## src/rtl/matmul_mmio_sequencer.sv

```systemverilog
// matmul_mmio_sequencer
// ---------------------
// MMIO initiator for the matmul accelerator. For each job descriptor it
// programs the config registers, waits for queue space, writes start, polls
// for completion and streams back the valid M x N result words.
//
// Handshakes:
//   job_*  : a descriptor is taken on a cycle where job_valid && job_ready;
//            job_ready is high only while the sequencer is idle.
//   res_*  : a result word transfers on a cycle where res_valid && res_ready;
//            res_data/res_idx/res_last hold stable while res_valid && !res_ready.
//   mmio_* : mmio_re is a one-cycle read pulse, mmio_rdata is sampled on the
//            following cycle; mmio_we = 4'hF marks a one-cycle write.
//
// Ports:
//   clk, reset                 clock, synchronous active-high reset
//   job_valid / job_ready      descriptor handshake
//   job_w_addr .. job_k_row_len descriptor fields (m, n legal range 1..4)
//   mmio_addr/wdata/we/re      register-window request (all registered)
//   mmio_rdata                 read data, valid the cycle after mmio_re
//   res_valid/ready/data/idx/last  result stream, idx = 4*i + j
//   job_error                  sticky error, cleared on the next accept
//   busy                       sequencer not idle
//   dbg_state                  current FSM state
module matmul_mmio_sequencer #(
  parameter logic [31:0] BASE_ADDR  = 32'h8000_0000,
  parameter int          POLL_LIMIT = 1024
) (
  input  logic        clk,
  input  logic        reset,
  input  logic        job_valid,
  output logic        job_ready,
  input  logic [31:0] job_w_addr,
  input  logic [31:0] job_x_addr,
  input  logic [31:0] job_m,
  input  logic [31:0] job_n,
  input  logic [31:0] job_k,
  input  logic [31:0] job_x_stride,
  input  logic [31:0] job_k_row_len,
  output logic [31:0] mmio_addr,
  output logic [31:0] mmio_wdata,
  output logic [3:0]  mmio_we,
  output logic        mmio_re,
  input  logic [31:0] mmio_rdata,
  output logic        res_valid,
  input  logic        res_ready,
  output logic [31:0] res_data,
  output logic [3:0]  res_idx,
  output logic        res_last,
  output logic        job_error,
  output logic        busy,
  output logic [3:0]  dbg_state
);

  localparam int CW = $clog2(POLL_LIMIT + 1);

  typedef enum logic [3:0] {
    S_IDLE      = 4'd0,
    S_WR_CFG    = 4'd1,
    S_CHK_RD    = 4'd2,
    S_CHK_WAIT  = 4'd3,
    S_START     = 4'd4,
    S_POLL_RD   = 4'd5,
    S_POLL_WAIT = 4'd6,
    S_RES_RD    = 4'd7,
    S_RES_WAIT  = 4'd8,
    S_RES_OUT   = 4'd9
  } state_t;

  state_t        r_state;
  logic [2:0]    r_cfg_idx;
  logic [CW-1:0] r_poll_cnt;
  logic [1:0]    r_i;
  logic [1:0]    r_j;

  logic [31:0] r_w_addr, r_x_addr, r_m, r_n, r_k, r_x_stride, r_k_row_len;

  logic [31:0] r_mmio_addr;
  logic [31:0] r_mmio_wdata;
  logic [3:0]  r_mmio_we;
  logic        r_mmio_re;
  logic        r_res_valid;
  logic [31:0] r_res_data;
  logic [3:0]  r_res_idx;
  logic        r_res_last;
  logic        r_job_error;

  logic        w_accept;
  logic        w_job_ok;
  logic [2:0]  w_cfg_nxt;
  logic [7:0]  w_cfg_off;
  logic [31:0] w_cfg_data;
  logic        w_full;
  logic        w_done_exit;
  logic        w_poll_max;
  logic [1:0]  w_m_m1;
  logic [1:0]  w_n_m1;
  logic        w_last_col;
  logic        w_last_word;
  logic [1:0]  w_ni;
  logic [1:0]  w_nj;

  assign w_accept    = job_valid && (r_state == S_IDLE);
  assign w_job_ok    = (job_m != 32'd0) && (job_m <= 32'd4) &&
                       (job_n != 32'd0) && (job_n <= 32'd4);
  assign w_cfg_nxt   = r_cfg_idx + 3'd1;
  assign w_full      = mmio_rdata[2];
  assign w_done_exit = mmio_rdata[1] && !mmio_rdata[0];
  assign w_poll_max  = (r_poll_cnt == CW'(POLL_LIMIT));

  // m and n are 1..4 here, so the 2-bit wrap of m-1 / n-1 is exact (4 -> 3).
  assign w_m_m1      = r_m[1:0] - 2'd1;
  assign w_n_m1      = r_n[1:0] - 2'd1;
  assign w_last_col  = (r_j == w_n_m1);
  assign w_last_word = w_last_col && (r_i == w_m_m1);
  assign w_ni        = w_last_col ? r_i + 2'd1 : r_i;
  assign w_nj        = w_last_col ? 2'd0 : r_j + 2'd1;

  // Config write table; entry 0 (w_addr) is issued straight from the
  // descriptor inputs on the accept edge, so only 1..6 come from here.
  always_comb begin
    w_cfg_off  = 8'h04;
    w_cfg_data = r_w_addr;
    case (w_cfg_nxt)
      3'd1: begin w_cfg_off = 8'h08; w_cfg_data = r_x_addr;    end
      3'd2: begin w_cfg_off = 8'h0C; w_cfg_data = r_m;         end
      3'd3: begin w_cfg_off = 8'h10; w_cfg_data = r_n;         end
      3'd4: begin w_cfg_off = 8'h14; w_cfg_data = r_k;         end
      3'd5: begin w_cfg_off = 8'h58; w_cfg_data = r_x_stride;  end
      3'd6: begin w_cfg_off = 8'h5C; w_cfg_data = r_k_row_len; end
      default: begin w_cfg_off = 8'h04; w_cfg_data = r_w_addr; end
    endcase
  end

  function automatic logic [31:0] f_res_addr(input logic [1:0] i, input logic [1:0] j);
    return BASE_ADDR + 32'h18 + {26'd0, i, j, 2'b00};
  endfunction

  always_ff @(posedge clk) begin
    if (reset) begin
      r_state      <= S_IDLE;
      r_cfg_idx    <= 3'd0;
      r_poll_cnt   <= '0;
      r_i          <= 2'd0;
      r_j          <= 2'd0;
      r_w_addr     <= 32'd0;
      r_x_addr     <= 32'd0;
      r_m          <= 32'd0;
      r_n          <= 32'd0;
      r_k          <= 32'd0;
      r_x_stride   <= 32'd0;
      r_k_row_len  <= 32'd0;
      r_mmio_addr  <= 32'd0;
      r_mmio_wdata <= 32'd0;
      r_mmio_we    <= 4'd0;
      r_mmio_re    <= 1'b0;
      r_res_valid  <= 1'b0;
      r_res_data   <= 32'd0;
      r_res_idx    <= 4'd0;
      r_res_last   <= 1'b0;
      r_job_error  <= 1'b0;
    end else begin
      // Strobes are single-cycle unless a state re-arms them below.
      r_mmio_we <= 4'd0;
      r_mmio_re <= 1'b0;
      case (r_state)
        S_IDLE: begin
          if (w_accept) begin
            r_w_addr    <= job_w_addr;
            r_x_addr    <= job_x_addr;
            r_m         <= job_m;
            r_n         <= job_n;
            r_k         <= job_k;
            r_x_stride  <= job_x_stride;
            r_k_row_len <= job_k_row_len;
            r_job_error <= !w_job_ok;
            if (w_job_ok) begin
              r_mmio_addr  <= BASE_ADDR + 32'h04;
              r_mmio_wdata <= job_w_addr;
              r_mmio_we    <= 4'hF;
              r_cfg_idx    <= 3'd0;
              r_state      <= S_WR_CFG;
            end
          end
        end
        S_WR_CFG: begin
          if (r_cfg_idx == 3'd6) begin
            r_mmio_addr <= BASE_ADDR;
            r_mmio_re   <= 1'b1;
            r_poll_cnt  <= CW'(1);
            r_state     <= S_CHK_RD;
          end else begin
            r_mmio_addr  <= BASE_ADDR + {24'd0, w_cfg_off};
            r_mmio_wdata <= w_cfg_data;
            r_mmio_we    <= 4'hF;
            r_cfg_idx    <= w_cfg_nxt;
          end
        end
        S_CHK_RD: r_state <= S_CHK_WAIT;
        S_CHK_WAIT: begin
          if (!w_full) begin
            r_mmio_addr  <= BASE_ADDR;
            r_mmio_wdata <= 32'h1;
            r_mmio_we    <= 4'hF;
            r_state      <= S_START;
          end else if (w_poll_max) begin
            r_job_error <= 1'b1;
            r_state     <= S_IDLE;
          end else begin
            r_mmio_addr <= BASE_ADDR;
            r_mmio_re   <= 1'b1;
            r_poll_cnt  <= r_poll_cnt + CW'(1);
            r_state     <= S_CHK_RD;
          end
        end
        S_START: begin
          r_mmio_addr <= BASE_ADDR;
          r_mmio_re   <= 1'b1;
          r_poll_cnt  <= CW'(1);
          r_state     <= S_POLL_RD;
        end
        S_POLL_RD: r_state <= S_POLL_WAIT;
        S_POLL_WAIT: begin
          if (w_done_exit) begin
            r_i         <= 2'd0;
            r_j         <= 2'd0;
            r_mmio_addr <= f_res_addr(2'd0, 2'd0);
            r_mmio_re   <= 1'b1;
            r_state     <= S_RES_RD;
          end else if (w_poll_max) begin
            // The accelerator may still own the command; recovery is left
            // to the job source.
            r_job_error <= 1'b1;
            r_state     <= S_IDLE;
          end else begin
            r_mmio_addr <= BASE_ADDR;
            r_mmio_re   <= 1'b1;
            r_poll_cnt  <= r_poll_cnt + CW'(1);
            r_state     <= S_POLL_RD;
          end
        end
        S_RES_RD: r_state <= S_RES_WAIT;
        S_RES_WAIT: begin
          r_res_valid <= 1'b1;
          r_res_data  <= mmio_rdata;
          r_res_idx   <= {r_i, r_j};
          r_res_last  <= w_last_word;
          r_state     <= S_RES_OUT;
        end
        S_RES_OUT: begin
          if (res_ready) begin
            r_res_valid <= 1'b0;
            if (r_res_last) begin
              r_state <= S_IDLE;
            end else begin
              r_i         <= w_ni;
              r_j         <= w_nj;
              r_mmio_addr <= f_res_addr(w_ni, w_nj);
              r_mmio_re   <= 1'b1;
              r_state     <= S_RES_RD;
            end
          end
        end
        default: r_state <= S_IDLE;
      endcase
    end
  end

  assign job_ready  = (r_state == S_IDLE);
  assign busy       = (r_state != S_IDLE);
  assign dbg_state  = r_state;
  assign mmio_addr  = r_mmio_addr;
  assign mmio_wdata = r_mmio_wdata;
  assign mmio_we    = r_mmio_we;
  assign mmio_re    = r_mmio_re;
  assign res_valid  = r_res_valid;
  assign res_data   = r_res_data;
  assign res_idx    = r_res_idx;
  assign res_last   = r_res_last;
  assign job_error  = r_job_error;

endmodule

```

## config.mk

```make
export PLATFORM = sky130hd
export DESIGN_NAME = matmul_mmio_sequencer
export DESIGN_NICKNAME = d
export VERILOG_FILES = /design/src/rtl/matmul_mmio_sequencer.sv
export SDC_FILE = /design/constraint.sdc
export NUM_CORES = 1
export LEC_CHECK = 0
export CAP_MARGIN = 5
export CORE_MARGIN = 1.5
export CORE_UTILIZATION = 45
export CTS_CLUSTER_SIZE = 25
export DETAILED_ROUTE_END_ITERATION = 16
export PLACE_DENSITY = 0.74
export SETUP_SLACK_MARGIN = 0.2
export SLEW_MARGIN = 10
export SYNTH_ARGS = -nofsm -noshare
export SYNTH_HDL_FRONTEND = slang
export SYNTH_SLANG_ARGS = --single-unit
```

## constraint.sdc

```tcl
create_clock -name clk -period 5.7 [get_ports clk]
set_input_delay 0.855 -clock clk [delete_from_list [all_inputs] [get_ports clk]]
set_output_delay 0.855 -clock clk [all_outputs]
set_load 0.05 [all_outputs]
```

==> out/qor.yml <==
status: "finished, final reports clean"
fin_crit_ns: 3.86
root_buffer: "clkbuf_16"
cts_resized: 0
crit_path_end_kind: "flip-flop"
numPortBuffers: 373
p_per_area_mw_per_mm2: 279
die_w_um: 185
drt-total-wl_um: 50700
rrSetupSlack_ns: 1.89
coreArea_mm2: 0.0326
rsz0062_at_grt: "false"
insertion_delay_ns: 0.53
ir_drop_uv: 191
ys_warn_count: 0
gp_congestion: 0.896
reg2reg_from: "r_cfg_idx[0]"
drc: 0
grt_pass1_wl_um: 75300
final_nets: 2409
ios: 374
synth-edff-count: 0
syn_to_final_growth_pct: 33.1
synth-seq-cells: 351
first_global_vias: 13300
ant_nets: 0
cts_htree_levels: 2
drive_gt1_frac: 0.0712
dieArea_mm2: 0.0343
met3_usage: 0.0529
relSlewSlack: 0.258
hp-start: "r_w_addr[8]"
grt_overflow_total: 0
p_leak_nw: 7.34
crit_required_ns: 6.13
clk_path_buf_depth: 3
avgViaCountPerCell: 5.60
wl_per_cell_um: 19.4
fin_skew_ns: 0.0154
grt.met1_usage: 0.383
holdBufCountCts: 0
max-cap-violations: 0
dieHeight_um: 185
r2r-end: "mmio_wdata[14]"
whs_path_depth: 2
met2_usage: 0.447
ys.flop_type: "dfxtp_1"
most-common-layout-cells: "nand2_1, clkdlybuf4s50_1, dfxtp_1"
crit_arrival_ns: 4.28
grt_max_degree: 212
syn_avg_cell_area_um2: 8.00
syn-num-nets: 2141
hold_end: "r_w_addr[8]"
dpl.hpwl_um: 35500
synthCells: 1870
slew_violations: 0
dr.pass1.iters: 6
start_util: 0.459
clock-sinks: 351
ys_seq_area_frac: 0.470
setup_viol_count_final: 0
min_period_over_period: 0.676
post_cts_buffers: 0
grtUsageTotal: 0.284
path_clk_slew_ns: 0.06
drt-initial-drc-count: 1689
crit_type: "in -> reg"
cp-start-kind: "primary input"
clock.fmax_mhz: 259
fin_tns_setup_ns: 0
tightest_slew_ns: 1.11
cts_tree: "done"
synth.lib_cells_used.distinct: 71
cts_buffers: 39
worstHoldPathType: "reg -> reg"
crit_fanout: 31
utilization: 0.611
rows: 66
r2r_cells: 8
final_common_cell: "nand2_1"
async_flop_share: 0
syn-cell-area_mm2: 0.0150
num_vias: 14600
antenna_found_initial: 13
hold_violations: 0
top_usage_layer: "met2"
-- how the worst max path moves through the flow --
stage                  from        endpoint  cells after the start
2_1_floorplan  dbg_state[3]       job_ready                      5
3_3_place_gp      job_m[26]  mmio_wdata[10]                      7
3_5_place_dp      job_m[26]  mmio_wdata[20]                      7
4_1_cts        dbg_state[3]       job_ready                      4
5_1_grt        dbg_state[2]       job_ready                      4
6_report          job_m[26]  mmio_wdata[20]                      7
-- metal layers --
layer	routed length, um	vias up	share of wire
met5	29	-	0.00057
met4	1820	4	0.036
met3	4390	101	0.087
met2	23300	655	0.46
met1	21200	6893	0.42
li1	-	6988	-
-- flip-flops by register name, summed over array words and instances, names as in the netlist, 2 cells and up --
name,flops
mmio_wdata,32
r_cfg_idx,3
r_poll_cnt,11
r_k_row_len,32
r_i,2
r_j,2
r_k,32
r_x_addr,32
res_idx,4
res_data,32
r_m,32
r_n,32
mmio_addr,32
dbg_state,4
r_w_addr,32
r_x_stride,32
-- power breakdown --
group	internal, mW	switching, mW	total, mW
Clock	1.49	1.00	2.49
Sequential	2.54	0.0461	2.59
Combinational	0.246	0.242	0.488
-- area by class of cell --
| cell class | instances | area (um^2) |
|---|---|---|
| inverters | 12 | 45.0 |
| flip-flops and latches | 351 | 7030 |
| fillers | 2867 | 12700 |
| multi-input cells | 1350 | 7180 |
| clock inverters | 11 | 136 |
| diodes | 9 | 22.5 |
| well taps | 442 | 553 |
| clock buffers | 56 | 1110 |
| repair buffers | 384 | 3850 |
-- cells by family (layout without fill, tap and decap cells) --
kind of cell,Yosys count,in the layout,synth area share
compound gates,526,526,0.207
mux,40,40,0.0302
xor+xnor,16,16,0.00937
other cells,0,9,0
flops,351,351,0.470
fa+ha+maj,11,11,0.00920
simple gates,757,757,0.222
buf+inv,169,463,0.0521
-- stage by stage --
stage / setup slack [ns] / hold slack [ns] / std cells / total power [mW] / area (um^2)
after global placement: 1.79 / 0.438 / 2539 / 3.11 / 18600
after CTS: 1.90 / 0.452 / 2606 / 5.58 / 19900
after global routing: 1.80 / 0.468 / 2613 / 5.74 / 19900
final: 1.84 / 0.452 / 2615 / 5.56 / 19900
after detailed placement: 1.47 / 0.444 / 2539 / 3.12 / 18600
after floorplan: 3.05 / 0.433 / 1870 / 2.85 / 15000
-- Yosys cell counts (7+ instances only) --
cell type	number	area (um^2)
o21ai_1	8	40.0
xor2_1	10	87.6
inv_1	12	45.0
and2_4	20	175
nor2b_1	7	43.8
o21ai_0	58	290
ha_1	11	138
a221o_1	21	210
nand2_1	574	2150
mux2_2	38	428
nor2_1	24	90.1
clkbuf_1	83	312
buf_4	13	97.6
nor4_1	16	100
a221oi_1	31	272
a22oi_1	14	105
dfxtp_1	351	7030
nor3_1	41	205
a222oi_1	13	130
and2_1	9	56.3
nand2b_1	13	81.3
a21oi_1	339	1700
nand4_1	14	87.6
buf_1	9	33.8
buf_2	47	235
o31ai_1	13	97.6
-- critical path: stages --
cell             delay (ns)
clkdlybuf4s50_1        0.43
nor4_1                 0.81
nand4_1                0.39
nor2_1                 0.41
and4_1                 1.01
nor3_1                 0.12
nor3_1                 0.25
Power figures use the tool's default switching activity.
